## config.mk

```make
export PLATFORM = sky130hd
export DESIGN_NAME = edge_fetch_flat
export DESIGN_NICKNAME = d
export VERILOG_FILES = /design/src/rtl/bf_pkg.sv /design/src/rtl/edge_fetch_if.sv /design/src/rtl/edge_fetch.sv /design/src/flat_wrapper.sv
export SDC_FILE = /design/constraint.sdc
export NUM_CORES = 1
export LEC_CHECK = 0
export ABC_AREA = 1
export CORE_MARGIN = 2
export CORE_UTILIZATION = 57
export CTS_CLUSTER_SIZE = 25
export DETAILED_ROUTE_END_ITERATION = 12
export PLACE_DENSITY = 0.95
export RECOVER_POWER = 100
export SLEW_MARGIN = 40
export SYNTH_ARGS = -nofsm -noshare
export SYNTH_HDL_FRONTEND = slang
export SYNTH_SLANG_ARGS = --single-unit
```

## constraint.sdc

```tcl
create_clock -name clock -period 3.1 [get_ports clock]
set_input_delay 0.62 -clock clock [delete_from_list [all_inputs] [get_ports clock]]
set_output_delay 0.62 -clock clock [all_outputs]
set_load 0.01 [all_outputs]
```

## src/rtl/bf_pkg.sv

```systemverilog
// Shared types and constants for the edge_fetch graph-image reader.
package bf_pkg;

  localparam int unsigned ADDR_W    = 13;
  localparam int unsigned DATA_W    = 8;
  localparam int unsigned MAX_EDGES = 2730;
  localparam int unsigned CNT_W     = 12;

  // Image layout: two header bytes, then three bytes per edge record
  localparam int unsigned HDR_BYTES = 2;
  localparam int unsigned REC_BYTES = 3;
  localparam int unsigned OFF_SRC   = 0;
  localparam int unsigned OFF_DST   = 1;
  localparam int unsigned OFF_WT    = 2;

  typedef enum logic [2:0] {
    ST_IDLE,
    ST_HDR_HI,
    ST_HDR_LO,
    ST_RD_SRC,
    ST_RD_DST,
    ST_RD_WT,
    ST_PRESENT,
    ST_FINISH
  } state_e;

  typedef struct packed {
    logic [7:0] src;
    logic [7:0] dst;
    logic [7:0] weight;
    logic       last;
  } edge_rec_t;

endpackage

```

## src/rtl/edge_fetch_if.sv

```systemverilog
// Control, SRAM read port and edge stream of edge_fetch bundled together.
interface edge_fetch_if #(
  parameter int unsigned ADDR_W = bf_pkg::ADDR_W,
  parameter int unsigned DATA_W = bf_pkg::DATA_W
) ();

  logic                start;
  logic [ADDR_W-1:0]   ReadAddress;
  logic [DATA_W-1:0]   ReadBus;
  logic                edge_valid;
  logic                edge_ready;
  logic [7:0]          edge_src;
  logic [7:0]          edge_dst;
  logic signed [7:0]   edge_weight;
  logic                edge_last;
  logic                busy;
  logic                done;
  logic                error;

  modport master (
    input  start, ReadBus, edge_ready,
    output ReadAddress, edge_valid, edge_src, edge_dst, edge_weight,
           edge_last, busy, done, error
  );

  modport slave (
    output start, ReadBus, edge_ready,
    input  ReadAddress, edge_valid, edge_src, edge_dst, edge_weight,
           edge_last, busy, done, error
  );

endinterface

```

## src/rtl/edge_fetch.sv

```systemverilog
// Walks a graph image in SRAM one byte per cycle and streams its edges
// out over a valid/ready handshake.
module edge_fetch #(
  parameter int unsigned ADDR_W    = bf_pkg::ADDR_W,
  parameter int unsigned DATA_W    = bf_pkg::DATA_W,
  parameter int unsigned BASE_ADDR = 0,
  parameter int unsigned MAX_EDGES = bf_pkg::MAX_EDGES
) (
  input  logic        clock,
  input  logic        reset,
  edge_fetch_if.master bus
);

  import bf_pkg::*;

  localparam logic [ADDR_W-1:0] W_BASE   = ADDR_W'(BASE_ADDR);
  localparam logic [ADDR_W-1:0] W_FIRST  = ADDR_W'(BASE_ADDR + HDR_BYTES + OFF_SRC);
  localparam logic [15:0]       W_MAX    = 16'(MAX_EDGES);

  state_e            r_state;
  logic [ADDR_W-1:0] r_addr;
  logic [7:0]        r_cnt_hi;
  logic [CNT_W-1:0]  r_remain;
  edge_rec_t         r_edge;
  logic              r_valid;
  logic              r_busy;
  logic              r_done;
  logic              r_error;

  logic [DATA_W-1:0] w_rd;
  logic [7:0]        w_byte;
  logic [15:0]       w_count;
  logic              w_last_rec;

  assign w_rd       = bus.ReadBus;
  assign w_byte     = w_rd[7:0];
  assign w_count    = {r_cnt_hi, w_byte};
  assign w_last_rec = (r_remain == CNT_W'(1));

  // Single-process FSM; every output is a register written here
  always_ff @(posedge clock or posedge reset) begin
    if (reset) begin
      r_state  <= ST_IDLE;
      r_addr   <= W_BASE;
      r_cnt_hi <= '0;
      r_remain <= '0;
      r_edge   <= '0;
      r_valid  <= 1'b0;
      r_busy   <= 1'b0;
      r_done   <= 1'b0;
      r_error  <= 1'b0;
    end else begin
      r_done <= 1'b0;
      case (r_state)
        ST_IDLE: begin
          r_addr <= W_BASE;
          if (bus.start) begin
            r_state <= ST_HDR_HI;
            r_busy  <= 1'b1;
            r_error <= 1'b0;
          end
        end
        ST_HDR_HI: begin
          r_cnt_hi <= w_byte;
          r_addr   <= W_BASE + ADDR_W'(1);
          r_state  <= ST_HDR_LO;
        end
        ST_HDR_LO: begin
          r_remain <= CNT_W'(w_count);
          if (w_count == 16'd0) begin
            r_addr  <= W_BASE;
            r_done  <= 1'b1;
            r_state <= ST_FINISH;
          end else if (w_count > W_MAX) begin
            r_addr  <= W_BASE;
            r_error <= 1'b1;
            r_done  <= 1'b1;
            r_state <= ST_FINISH;
          end else begin
            r_addr  <= W_FIRST;
            r_state <= ST_RD_SRC;
          end
        end
        ST_RD_SRC: begin
          r_edge.src <= w_byte;
          r_addr     <= r_addr + ADDR_W'(1);
          r_state    <= ST_RD_DST;
        end
        ST_RD_DST: begin
          r_edge.dst <= w_byte;
          r_addr     <= r_addr + ADDR_W'(1);
          r_state    <= ST_RD_WT;
        end
        ST_RD_WT: begin
          r_edge.weight <= w_byte;
          r_edge.last   <= w_last_rec;
          // Park on BASE_ADDR after the final record so the pointer never wraps
          r_addr        <= w_last_rec ? W_BASE : r_addr + ADDR_W'(1);
          r_valid       <= 1'b1;
          r_state       <= ST_PRESENT;
        end
        ST_PRESENT: begin
          if (bus.edge_ready) begin
            r_valid     <= 1'b0;
            r_edge.last <= 1'b0;
            r_remain    <= r_remain - CNT_W'(1);
            if (r_edge.last) begin
              r_done  <= 1'b1;
              r_state <= ST_FINISH;
            end else begin
              r_state <= ST_RD_SRC;
            end
          end
        end
        ST_FINISH: begin
          r_addr  <= W_BASE;
          r_busy  <= 1'b0;
          r_state <= ST_IDLE;
        end
        default: begin
          r_state <= ST_IDLE;
        end
      endcase
    end
  end

  assign bus.ReadAddress = r_addr;
  assign bus.edge_valid  = r_valid;
  assign bus.edge_src    = r_edge.src;
  assign bus.edge_dst    = r_edge.dst;
  assign bus.edge_weight = r_edge.weight;
  assign bus.edge_last   = r_edge.last;
  assign bus.busy        = r_busy;
  assign bus.done        = r_done;
  assign bus.error       = r_error;

endmodule

```

## src/flat_wrapper.sv

```systemverilog
// flat-port wrapper written by rule: the top's interface ports become plain ports
module edge_fetch_flat import bf_pkg::*;
#(
  parameter int unsigned ADDR_W    = bf_pkg::ADDR_W,
  parameter int unsigned DATA_W    = bf_pkg::DATA_W,
  parameter int unsigned BASE_ADDR = 0,
  parameter int unsigned MAX_EDGES = bf_pkg::MAX_EDGES
)
  (clock, reset, bus_start, bus_ReadBus, bus_edge_ready, bus_ReadAddress, bus_edge_valid, bus_edge_src, bus_edge_dst, bus_edge_weight, bus_edge_last, bus_busy, bus_done, bus_error);
  edge_fetch_if #(.ADDR_W(ADDR_W), .DATA_W(DATA_W)) bus_i ();
  input  logic clock;
  input  logic reset;
  input wire logic [$bits(bus_i.start)-1:0] bus_start;
  input wire logic [$bits(bus_i.ReadBus)-1:0] bus_ReadBus;
  input wire logic [$bits(bus_i.edge_ready)-1:0] bus_edge_ready;
  output wire logic [$bits(bus_i.ReadAddress)-1:0] bus_ReadAddress;
  output wire logic [$bits(bus_i.edge_valid)-1:0] bus_edge_valid;
  output wire logic [$bits(bus_i.edge_src)-1:0] bus_edge_src;
  output wire logic [$bits(bus_i.edge_dst)-1:0] bus_edge_dst;
  output wire logic [$bits(bus_i.edge_weight)-1:0] bus_edge_weight;
  output wire logic [$bits(bus_i.edge_last)-1:0] bus_edge_last;
  output wire logic [$bits(bus_i.busy)-1:0] bus_busy;
  output wire logic [$bits(bus_i.done)-1:0] bus_done;
  output wire logic [$bits(bus_i.error)-1:0] bus_error;
  assign bus_i.start = bus_start;
  assign bus_i.ReadBus = bus_ReadBus;
  assign bus_i.edge_ready = bus_edge_ready;
  assign bus_ReadAddress = bus_i.ReadAddress;
  assign bus_edge_valid = bus_i.edge_valid;
  assign bus_edge_src = bus_i.edge_src;
  assign bus_edge_dst = bus_i.edge_dst;
  assign bus_edge_weight = bus_i.edge_weight;
  assign bus_edge_last = bus_i.edge_last;
  assign bus_busy = bus_i.busy;
  assign bus_done = bus_i.done;
  assign bus_error = bus_i.error;
  edge_fetch #(.ADDR_W(ADDR_W), .DATA_W(DATA_W), .BASE_ADDR(BASE_ADDR), .MAX_EDGES(MAX_EDGES)) u_core (.clock(clock), .reset(reset), .bus(bus_i));
endmodule
```

=== Word-level counts from Yosys, hierarchy flattened ===
Index checks and enable logic that the tools add are counted.

* Output and inout port bits: 42
* Flip-flop bits (word level): 65
* Logic and storage cells: 67
* Input bits: 12

* Order comparisons: 1
* Equality and inequality tests: 12
* Add/sub/neg operators: 2
* Mux-type cells: 26
* Reduce and logical (&&, ||, !) cells: 14

{| class="wikitable"
|+ Operator list
! kind !! number
|-
| $pmux 13 s5 || 1
|-
| $pmux 12 s2 || 1
|-
| $pmux 3 s8 || 1
|-
| $gt 16x12->1 const B || 1
|-
| $logic_not 16->1 || 1
|-
| $mux 3 || 5
|-
| $add 13x1->13 const B || 1
|-
| $mux 13 || 1
|-
| $eq 12x1->1 const B || 1
|-
| $eq 3x3->1 const B || 4
|-
| $mux 12 || 1
|-
| $sub 12x1->12 const B || 1
|-
| $pmux 1 s2 || 5
|-
| $mux 1 || 9
|-
| $reduce_and 2->1 || 4
|-
| $reduce_bool 2->1 || 4
|-
| $eq 3x2->1 const B || 2
|-
| $ne 2x2->1 const B || 3
|-
| $reduce_bool 5->1 || 1
|-
| $mux 2 || 2
|-
| $reduce_and 4->1 || 1
|-
| $reduce_or 2->1 || 2
|-
| $eq 3x1->1 const B || 1
|-
| $logic_not 3->1 || 1
|-
| $ne 2x1->1 const B || 1
|}

=== Longest topological paths before layout ===
* Depth after elaboration: 4
* Gate-level depth with buffers: 11
* Mapped depth without buffers: 11

=== Least setup slack after synthesis ===
Ideal clock, no wire load.

* Path type: input-to-reg
* Start: input bus_ReadBus[6]
* End: register u_core.r_addr[1] (netlist: u_core.bus.ReadAddress[1])
* Arrival: 1292 ps
* Path buffers: 0
* Setup time: 124 ps
* Stages on the path: 10
* Path slack: 1684 ps
* Data required time: 2976 ps
* Cell sequence: inv_1 > nand2_1 > nor2_1 > nand2_1 > nand2_1 > nand2_1 > nand2_1 > nand2_1 > nand3_1 > nand3_1

* Cells in the longest elaborated chain, start to end: 4
* Elaborated cells between the ends (all ways): 5
* Those cells by class: order compare: 1; mux: 3; reduce/logical: 1

{| class="wikitable"
|+ Ends and longest elaborated chain
! what !! line !! text
|-
| start, declared || flat_wrapper.sv:14 || <nowiki>input wire logic [$bits(bus_i.ReadBus)-1:0] bus_ReadBus;</nowiki>
|-
| $gt 16x12->1 || edge_fetch.sv:74 || <nowiki>end else if (w_count > W_MAX) begin</nowiki>
|-
| $mux 2 || edge_fetch.sv:74 ||
|-
| $mux 2 (*) || edge_fetch.sv:70 || <nowiki>if (w_count == 16'd0) begin</nowiki>
|-
| $pmux 13 s5 (*) || edge_fetch.sv:54 || <nowiki>case (r_state)</nowiki>
|-
| end signal, assigned || edge_fetch.sv:65 || <nowiki>r_addr <= W_BASE + ADDR_W'(1);</nowiki>
|-
| end signal, assigned || edge_fetch.sv:86 || <nowiki>r_addr <= r_addr + ADDR_W'(1);</nowiki>
|-
| end signal, assigned || edge_fetch.sv:91 || <nowiki>r_addr <= r_addr + ADDR_W'(1);</nowiki>
|-
| end, declared || edge_fetch.sv:21 || <nowiki>logic [ADDR_W-1:0] r_addr;</nowiki>
|}

Mark *: on every way between the ends. The rest lies on a longest branch, timed or not.
A chain may end at the register's enable or synchronous reset.

=== Final worst setup path ===
* Start: register u_core.r_state[2]
* End: register u_core.r_addr[7] (netlist: u_core.bus.ReadAddress[7])

* Cells in the longest elaborated chain, start to end: 3
* Elaborated cells between the ends (all ways): 11
* Those cells by class: eq/ne: 6; mux: 1; reduce/logical: 4

{| class="wikitable"
|+ Ends and longest elaborated chain
! what !! line !! text
|-
| start, declared || edge_fetch.sv:20 || <nowiki>state_e r_state;</nowiki>
|-
| start signal, assigned || edge_fetch.sv:43 || <nowiki>r_state <= ST_IDLE;</nowiki>
|-
| start signal, assigned || edge_fetch.sv:58 || <nowiki>r_state <= ST_HDR_HI;</nowiki>
|-
| start signal, assigned || edge_fetch.sv:66 || <nowiki>r_state <= ST_HDR_LO;</nowiki>
|-
| $eq 3x3->1, or another cell as far along || edge_fetch.sv:54 ||
|-
| $reduce_or 2->1 (no source line) || -- ||
|-
| $pmux 13 s5 or $reduce_bool 5->1 (tied branches) || -- ||
|}

Several ways; a longest one is shown, not always the timed one.

==> impl_results.md <==
- Placed cell count: 512
- Port Buffers: 53
- Crit-path max cell delay: 570 ps
- Mapped cell area: 3210 µm²
- H-tree depth: 3
- Hold Crit Class: flip-flop to flip-flop
- Total congestion overflow: 0
- Fin crit share: 70.9%
- Syn_nets: 409
- Final setup margin: 902 ps
- Crit-path max FO: 18
- CP Data Arrival Time: 2390 ps
- CP max-delay cell: nor2_1
- Max Clk Rate: 0.455 GHz
- Site row count: 27
- Distinct cell type count after synthesis: 30
- Register area share after synthesis: 50.7%
- Run status: finished, violations left
- CP Class: flip-flop to flip-flop
- Antenna Nets Post-Route: 0
- Fin Setup TNS: 0 ps
- Initial antenna violation count: 0
- CTS max path bufs: 2
- CP cell instances: inv_1 -> nand3_1 -> nand3_1 -> nor2_1 -> nor2_1
- DIE HEIGHT: 79.0 µm
- N_diodes: 0
- Synth Register Bits: 65
- Place WS: 944 ps
- Worst r2r src: u_core.r_state[2]
- Clk slew on worst S/H paths: 70 ps
- Req. time, crit path: 3300 ps
- CP bufs+invs: 1
- # setup viols final: 0
- Setup repair bufs after CTS: 0
- Largest net degree at the start of global routing: 66
- Power density of the placed cells: 988 nW/µm²
- Reg2Reg Depth: 5
- GRT Total Usage: 27.7%
- Cell family with most CP delay: simple AND/OR/NAND/NOR gates
- Max-cap violations: 1
- Crit path capture: u_core.bus.ReadAddress[7]
- Worst flop-to-flop path endpoint: u_core.bus.ReadAddress[7]
- Hold-critical path depth: 2
- 1st-iter DRT viols: 441
- Placer Congestion: 0.895
- Setup Skew: 7.17 ps
- Commonest cells after routing, fill and taps aside: nand2_1, dfrtp_1, o21ai_0, dlygate4sd3_1, nor2_1
- Levels on crit path: 5
- Wirelength per Cell: 15.1 µm
- First-pass GRT wire length: 13.3 mm
- Peak supply drop: 0.544 mV
- Final Hold Violating Endpoints: 0
- Starting Density: 58.6%
- Ports: 54
- CTS resizes: 0
- Worst-Skew Late Latency: 340 ps
- Fill count: 408
- Commonest non-fill, non-tap cell in the layout: nand2_1
- Post-synthesis cell count: 394
- Root buf cell: clkbuf_8
- RSZ-0062 raised after global routing: false
- Worst-margin pin slew: 1540 ps
- Cts hold-fix bufs: 0
- Die span in x: 79.0 µm
- Syn Area/Cell: 8.14 µm²
- Clk sink count: 65
- Synth Warn #: 0
- Non-filler cells, final: 528
- CTS Buf Count: 9
- DRC: 0
- Pins over their slew limit: 66
- First-pass iteration count of the detailed router: 5
- LEAKAGE: 0.00191 µW
- Minimum clock period: 2200 ps
- Slew margin rel.: -2.71%
- Crit start category: flip-flop
- Via count: 2979
- CP Capture Type: flip-flop
- Origin of the worst setup path: u_core.r_state[2]
- Core ar.: 5470 µm²
- WL final: 7.95 mm
- # nets final: 466
- Failing checks: capacitance limit, slew limit
- Via-per-instance ratio: 5.64
- Share of cells above drive strength 1: 4.39%
- Area Overhead vs Synth: 23.4%
- Vias in the first global route: 2814
- Clock tree from TritonCTS: yes
- Pwr Total: 3910 µW
- DIE AREA: 6240 µm²
- Dpl hpwl: 5.59 mm
- Worst R2R Setup Slack: 900 ps
per-stage QoR:
step	hold WS (ps)	util (%)	cell area, µm²
2_1_floorplan	454	-	3210
3_3_place_gp	460	69.2	3790
3_5_place_dp	472	69.2	3790
4_1_cts	489	73.3	4010
5_1_grt	507	72.4	3960
6_report	486	72.4	3960
worst register-to-register path, stage by stage, from the launching register on:
cell and delay (ps):
dfrtp_1 460, inv_1 140, nand3_1 500, nand3_1 280, nor2_1 570, nor2_1 110
layout make-up:
class	count	area, µm²	area share, %
Inverter	43	161	4.08
Tap cell	72	90.1	2.27
Timing Repair Buffer	54	536	13.5
Sequential cell	65	1630	41.1
Clock inverter	4	76.3	1.93
Multi-Input combinational cell	278	1330	33.5
Clock buffer	12	145	3.67
cell usage after synthesis, drive strengths merged:
| cell | n | area (µm²) |
|---|---|---|
| o22ai | 1 | 12.5 |
| and2 | 1 | 6.26 |
| dfrtp | 65 | 1630 |
| o21ai | 59 | 295 |
| nor3 | 10 | 55.1 |
| o21bai | 2 | 15.0 |
| buf | 8 | 61.3 |
| nand3 | 19 | 118 |
| nor2 | 44 | 188 |
| o311a | 1 | 10.0 |
| o211ai | 1 | 7.51 |
| a31oi | 1 | 6.26 |
| a211oi | 1 | 7.51 |
| xnor2 | 2 | 17.5 |
| a21oi | 8 | 43.8 |
| nand4 | 8 | 50.1 |
| ha | 3 | 37.5 |
| xor2 | 10 | 87.6 |
| inv | 43 | 161 |
| nand2 | 107 | 402 |
worst min-delay path by stage:
stage                                 startpoint                     end
after CTS                 u_core.bus.edge_dst[7]  u_core.bus.edge_dst[7]
final                     u_core.bus.edge_dst[7]  u_core.bus.edge_dst[7]
after floorplan               u_core.r_cnt_hi[4]      u_core.r_cnt_hi[4]
after global routing          u_core.r_cnt_hi[5]      u_core.r_cnt_hi[5]
after global placement     u_core.bus.edge_valid   u_core.bus.edge_valid
after detailed placement  u_core.bus.edge_dst[7]  u_core.bus.edge_dst[7]
registers in the layout, summed over array words and instances (netlist names), 3 cells and up:
register / flops
u_core.r_cnt_hi: 8
u_core.bus.ReadAddress: 13
u_core.bus.edge_dst: 8
u_core.bus.edge_src: 8
u_core.r_remain: 12
u_core.bus.edge_weight: 8
u_core.r_state: 3
cells by family (layout without fill, tap and decap cells):
family | Yosys count | count (layout) | synth area share, %
simple gates | 189 | 189 | 25.5
compound gates | 74 | 74 | 12.4
flops | 65 | 65 | 50.7
buf+inv | 51 | 113 | 6.94
xor+xnor | 12 | 12 | 3.28
fa+ha+maj | 3 | 3 | 1.17
metal layers:
layer  global-route usage, %  part of all wire (%)
met1                    36.8                    41
met2                    43.5                    48
met3                    5.68                   7.7
met4                    13.6                   2.9
met5                       0                     0
where the power goes:
group,leakage (µW),internal [µW],switching (µW)
Clock,0.000107,477,322
Combinational,0.000989,632,999
Sequential,0.000814,1210,275
Note: power is estimated with default switching activity, not from simulation.
